==> config.mk <==
export PLATFORM = sky130hd
export DESIGN_NAME = o_coef_seq
export DESIGN_NICKNAME = d
export VERILOG_FILES = /design/src/rtl/o_coef_seq.sv
export SDC_FILE = /design/constraint.sdc
export NUM_CORES = 2
export LEC_CHECK = 0
export ABC_AREA = 1
export CAP_MARGIN = 20
export CORE_MARGIN = 4
export CORE_UTILIZATION = 30
export DETAILED_ROUTE_END_ITERATION = 6
export GPL_TIMING_DRIVEN = 0
export MAX_ROUTING_LAYER = met4
export PLACE_DENSITY_LB_ADDON = 0.25
export SLEW_MARGIN = 20
export SYNTH_ARGS = -nofsm -noshare
export SYNTH_HDL_FRONTEND = slang
export SYNTH_SLANG_ARGS = --single-unit
==> constraint.sdc <==
create_clock -name I_CLK -period 40.7 [get_ports I_CLK]
set_clock_uncertainty 0.15 [all_clocks]
set_input_delay 10.175 -clock I_CLK [delete_from_list [all_inputs] [get_ports I_CLK]]
set_output_delay 10.175 -clock I_CLK [all_outputs]
set_load 0.02 [all_outputs]
==> src/rtl/o_coef_seq.sv <==
// Row-serial online-softmax rescale coefficient unit.
// One shared restoring divider; coef = (l_old/l_new) * 2^-(m_new-m_old).
module o_coef_seq #(
   parameter int D_W      = 8,
   parameter int TIL      = 16,
   parameter int M_FRAC   = 4,
   parameter int OUT_W    = 16,
   parameter int OUT_FRAC = 14
) (
   input  logic                      I_CLK,
   input  logic                      I_RST,
   input  logic                      I_VLD,
   output logic                      O_RDY,
   input  logic [2*D_W-1:0]          I_LI_OLD [0:TIL-1],
   input  logic [2*D_W-1:0]          I_LI_NEW [0:TIL-1],
   input  logic [D_W-1:0]            I_MI_OLD [0:TIL-1],
   input  logic [D_W-1:0]            I_MI_NEW [0:TIL-1],
   output logic                      O_VLD,
   input  logic                      I_RDY,
   output logic [OUT_W-1:0]          O_COEF,
   output logic [$clog2(TIL)-1:0]    O_ROW,
   output logic                      O_LAST,
   output logic                      O_SAT
);

   localparam int L_W  = 2 * D_W;
   localparam int R_W  = $clog2(TIL);
   localparam int E_W  = OUT_FRAC + 1;
   localparam int K_W  = D_W + 1 - M_FRAC;
   localparam int SH   = OUT_W - OUT_FRAC;
   localparam int DV_W = L_W + OUT_FRAC;
   localparam int C_W  = $clog2(OUT_W);
   localparam int P_W  = OUT_W + E_W;

   typedef enum logic [2:0] {
      S_IDLE,
      S_LOAD,
      S_DIV,
      S_MUL,
      S_OUT
   } state_t;

   state_t           state;
   logic [L_W-1:0]   lo_r [0:TIL-1];
   logic [L_W-1:0]   ln_r [0:TIL-1];
   logic [D_W-1:0]   mo_r [0:TIL-1];
   logic [D_W-1:0]   mn_r [0:TIL-1];
   logic [R_W-1:0]   row;
   logic [L_W-1:0]   rem;
   logic [L_W-1:0]   den;
   logic [OUT_W-1:0] dlo;
   logic [OUT_W-1:0] q;
   logic [E_W-1:0]   e_r;
   logic             sat_r;
   logic             skip;
   logic [C_W-1:0]   cnt;

   logic [L_W-1:0]    lo_s;
   logic [L_W-1:0]    ln_s;
   logic [D_W-1:0]    mo_s;
   logic [D_W-1:0]    mn_s;
   logic [D_W:0]      d_raw;
   logic [D_W:0]      d_cl;
   logic [K_W-1:0]    k;
   logic [M_FRAC-1:0] f;
   logic [E_W-1:0]    e_pre;
   logic [E_W-1:0]    e_n;
   logic [L_W+SH-1:0] ln_sh;
   logic              ovf;
   logic              zero;
   logic [DV_W-1:0]   dvd;
   logic [L_W:0]      trial;
   logic              ge;
   logic [P_W-1:0]    prod;
   logic [OUT_W:0]    p_hi;

   always_comb begin
      lo_s  = lo_r[row];
      ln_s  = ln_r[row];
      mo_s  = mo_r[row];
      mn_s  = mn_r[row];
      d_raw = {mn_s[D_W-1], mn_s} - {mo_s[D_W-1], mo_s};
      d_cl  = d_raw[D_W] ? '0 : d_raw;
      k     = d_cl[D_W:M_FRAC];
      f     = d_cl[M_FRAC-1:0];
      // linear 2^-f approximation on the fractional part
      e_pre = (E_W'(1) << OUT_FRAC)
            - (E_W'(f) << (OUT_FRAC - M_FRAC - 1));
      e_n   = (32'(k) > OUT_FRAC) ? '0 : (e_pre >> k);
      ln_sh = {ln_s, {SH{1'b0}}};
      ovf   = ({{SH{1'b0}}, lo_s} >= ln_sh);
      zero  = (ln_s == '0);
      dvd   = {lo_s, {OUT_FRAC{1'b0}}};
      trial = {rem, dlo[OUT_W-1]};
      ge    = (trial >= {1'b0, den});
      prod  = P_W'(q) * P_W'(e_r);
      p_hi  = (OUT_W+1)'(prod >> OUT_FRAC);
   end

   always_ff @(posedge I_CLK) begin
      if (I_RST) begin
         state  <= S_IDLE;
         O_RDY  <= 1'b1;
         O_VLD  <= 1'b0;
         O_COEF <= '0;
         O_ROW  <= '0;
         O_LAST <= 1'b0;
         O_SAT  <= 1'b0;
         row    <= '0;
         rem    <= '0;
         den    <= '0;
         dlo    <= '0;
         q      <= '0;
         e_r    <= '0;
         sat_r  <= 1'b0;
         skip   <= 1'b0;
         cnt    <= '0;
         for (int i = 0; i < TIL; i++) begin
            lo_r[i] <= '0;
            ln_r[i] <= '0;
            mo_r[i] <= '0;
            mn_r[i] <= '0;
         end
      end else begin
         unique case (state)
            S_IDLE: begin
               if (I_VLD) begin
                  for (int i = 0; i < TIL; i++) begin
                     lo_r[i] <= I_LI_OLD[i];
                     ln_r[i] <= I_LI_NEW[i];
                     mo_r[i] <= I_MI_OLD[i];
                     mn_r[i] <= I_MI_NEW[i];
                  end
                  row   <= '0;
                  O_RDY <= 1'b0;
                  state <= S_LOAD;
               end
            end
            S_LOAD: begin
               e_r <= e_n;
               den <= ln_s;
               rem <= L_W'(dvd >> OUT_W);
               dlo <= dvd[OUT_W-1:0];
               cnt <= '0;
               if (zero || ovf) begin
                  sat_r <= 1'b1;
                  skip  <= 1'b1;
                  q     <= '1;
               end else begin
                  sat_r <= 1'b0;
                  skip  <= 1'b0;
                  q     <= '0;
               end
               state <= S_DIV;
            end
            S_DIV: begin
               // skipped divides still burn OUT_W cycles
               if (!skip) begin
                  dlo <= dlo << 1;
                  if (ge) begin
                     rem <= L_W'(trial - {1'b0, den});
                     q   <= {q[OUT_W-2:0], 1'b1};
                  end else begin
                     rem <= trial[L_W-1:0];
                     q   <= {q[OUT_W-2:0], 1'b0};
                  end
               end
               cnt <= cnt + C_W'(1);
               if (cnt == C_W'(OUT_W - 1)) begin
                  state <= S_MUL;
               end
            end
            S_MUL: begin
               if (p_hi[OUT_W]) begin
                  O_COEF <= '1;
                  O_SAT  <= 1'b1;
               end else begin
                  O_COEF <= p_hi[OUT_W-1:0];
                  O_SAT  <= sat_r;
               end
               O_ROW  <= row;
               O_LAST <= (row == R_W'(TIL - 1));
               O_VLD  <= 1'b1;
               state  <= S_OUT;
            end
            S_OUT: begin
               if (I_RDY) begin
                  O_VLD <= 1'b0;
                  if (O_LAST) begin
                     O_RDY <= 1'b1;
                     state <= S_IDLE;
                  end else begin
                     row   <= row + R_W'(1);
                     state <= S_LOAD;
                  end
               end
            end
            default: begin
               state <= S_IDLE;
            end
         endcase
      end
   end

endmodule

==> flow_summary.ini <==
[placement]
hpwl_mm = 176
io_buffers = 794
place_area_um2 = 62500
placed_cells = 8848
routabilityCongestion = 0.945

[synthesis]
synth_edf_count = 768
synth.cell_area_um2 = 51300
yosysSeqAreaShare_pct = 49.0
synth_simple_gate_area_share_pct = 13.4
yosys-top-cells-count = inv_1, nor2_1, edfxtp_1
yosysMostFrequentCell = inv_1
synth_seq_cells = 873
synth_fa_ha_area_share_pct = 10.3
synth_xor_area_share_pct = 0.478
netlist_instances = 5818
yosysWarnings = 0
synth_cell_types = 51
synth_top_area_cell = edfxtp_1
yosys-top-cells-area = edfxtp_1, inv_1, fa_1
syn_area_per_cell_um2 = 8.82
synth_top_family_by_area = buffers and inverters
synth_flop_cell = edfxtp_1
muxShareOfSynthArea_pct = 2.34
yosys.area.top_type_share_pct = 44.9
async_flop_share_pct = 0
synth_fp_nets = 6904
synth_compound_area_share_pct = 10.0

[global_route]
grt_pass1_vias = 43200
grt_overflow = 0
grt_first_pass_wirelength_mm = 305
grt_max_degree = 60
antenna_found_initial = 36
grt_usage_pct = 24.6

[die]
die_h_um = 422
design.die.area_um2 = 178000
die_w_um = 422
core_area_um2 = 170000
start_util_pct = 30.2
num_rows = 151
ioPinCount = 796

[setup_path]
crit_path_start_kind = input pin
end_kind = flip-flop
path_max_fanout = 10
cp.depth = 6
cpMaxStageDelayCell = clkbuf_1
path_delay_family = buffers and inverters
critical_path_arrival_ns = 13.07
required_ns = 40.96
r2r_cells = 28
max_stage_delay_ns = 0.79
path_common_cell = clkbuf_1
crit_chain = clkdlybuf4s50_1 -> nand3_1 -> clkbuf_1 -> clkbuf_1 -> clkbuf_1 -> nor2_1
worst-path-buf-inv = 4
critPathKind = input pin to flip-flop

[run_status]
outcome = finished, final reports clean

[detailed_routing]
drc_errors = 0
drt-total-wl_mm = 219
vias = 43000
post_drt_wl_per_cell_um = 24.1
first_pass_iters = 6
ant_nets = 0
drt_iter0_drc = 4387
vias_per_cell = 4.75

[clock_tree]
clockBufferDepth = 3
htreeDepth = 3
cts_root_buffer = clkbuf_16
clk_pin_slew_ns = 0.06
numCtsBuffers = 96
insertion_delay_ns = 0.73
cts_resized = 0
cts_tree = done
cts_sinks = 873
cts_setup_buffers = 0
ctsHoldBuffers = 0

[power]
p_sw_share_pct = 37.5
switching_power_mw = 1.21
combPwrFrac_pct = 35.6
power_mw = 3.24
pwr_density_cell_nw_per_um2 = 49.3
leakage_nw = 30.3
vdd_drop_max_v = 0.0000358
p_int_mw = 2.02
pwr-share-clk_pct = 27.7
p_seq_share_pct = 36.7

[sta]
fmax_mhz = 78.0
hold_viol = 0
tightest_slew_ns = 1.16
slew_violations = 0
finalSetupViolCount = 0
fin_crit_sh_pct = 31.5
rsz0062_at_grt = no
finalSetupTns_ns = 0
period_minus_slack_ns = 12.82
relSlewSlack_pct = 23.0

[layout]
layout-drive-gt1-share_pct = 4.35
final_nets = 7814
stdcell_count = 9055
fin_util_pct = 38.7
area_growth_syn_to_layout_pct = 28.0
fin_area_um2 = 65700
fillCellCount = 17400

[worst_hold_path]
hold_path_depth = 2
min_path_type = flip-flop to flip-flop

[job]
drv_cap = 0
-- worst paths after layout --
path	start	end	slack, ns
setup / recovery	I_VLD	ln_r[6][14]$_SDFFCE_PN0P_	27.88
hold / removal	O_ROW[3]$_SDFFE_PP0P_	O_ROW[3]$_SDFFE_PP0P_	0.32
setup reg to reg	e_r[5]$_SDFFE_PP0P_	O_COEF[10]$_SDFFE_PP0P_	33.14
hold reg to reg	O_ROW[3]$_SDFFE_PP0P_	O_ROW[3]$_SDFFE_PP0P_	0.32
-- sequential cells by signal (all words and copies together), names as in the netlist, named ones only --
signal	count
lo_r	256
e_r	15
mo_r	128
q	16
O_VLD	1
rem	16
row	4
ln_r	256
den	16
O_LAST	1
O_SAT	1
mn_r	128
cnt	4
dlo	2
O_COEF	16
O_ROW	4
O_RDY	1
skip	1
state	3
-- power by group through the flow --
stage / sequential, mW / clock (mW) / combinational [mW]
2_1_floorplan: 1.28 / 0 / 0.687
3_3_place_gp: 1.33 / 0 / 1.12
3_5_place_dp: 1.21 / 0 / 1.14
4_1_cts: 1.19 / 0.907 / 1.14
5_1_grt: 1.20 / 0.943 / 1.27
6_report: 1.19 / 0.898 / 1.15
-- stage by stage --
stage | hold slack [ns] | worst slack [ns]
CTS | 0.318 | 27.87
finish | 0.317 | 27.88
floorplan | 0.295 | 12.10
global placement | 0.308 | 2.39
global route | 0.335 | 27.74
detailed placement | 0.308 | 27.10
-- cell usage in the layout (no fill, tap or decap), drive strengths merged, types with 12 or more instances in the layout --
cell type and count:
xnor2 12, clkdlybuf4s50 794, mux2i 120, o21ai 334, o211ai 209, nand4 13, nand3 209, clkbuf 329
ha 133, nand2 616, inv 1540, edfxtp 768, a21oi 334, clkinv 46, xor2 16, fa 181
dfxtp 105, buf 123, nor2 855, diode 29
-- metal layers --
layer | GRT usage, % | share of wire (%)
met1 | 28.8 | 39
met2 | 41.4 | 50
met3 | 3.02 | 5.9
met4 | 12.7 | 5.7
met5 | - | 0
-- cells by family after synthesis --
family / count (synthesis)
XOR/XNOR: 28
buffers and inverters: 1860
multiplexers: 120
AO/OA/AOI/OAI: 905
adder cells (fa/ha/maj): 314
flip-flops: 873
AND/OR/NAND/NOR: 1718
-- worst min-delay path: stages, from the launching register on --
cell and delay (ns):
dfxtp_1 0.31, nand2_1 0.06, a21oi_1 0.05
-- area by class of cell --
type                            instances  area (um2)  share of cell area [%]
Sequential cell                       873       25200                    38.3
Buffer                                324        1650                    2.52
Multi-Input combinational cell       3085       18800                    28.5
Clock buffer                          110        2480                    3.77
Tap cell                             2218        2780                    4.22
Antenna cell                           29        72.6                   0.110
Inverter                             1536        5770                    8.77
Timing Repair Buffer                  812        8390                    12.8
Clock inverter                         68         661                    1.01
Power figures use the tool's default switching activity.
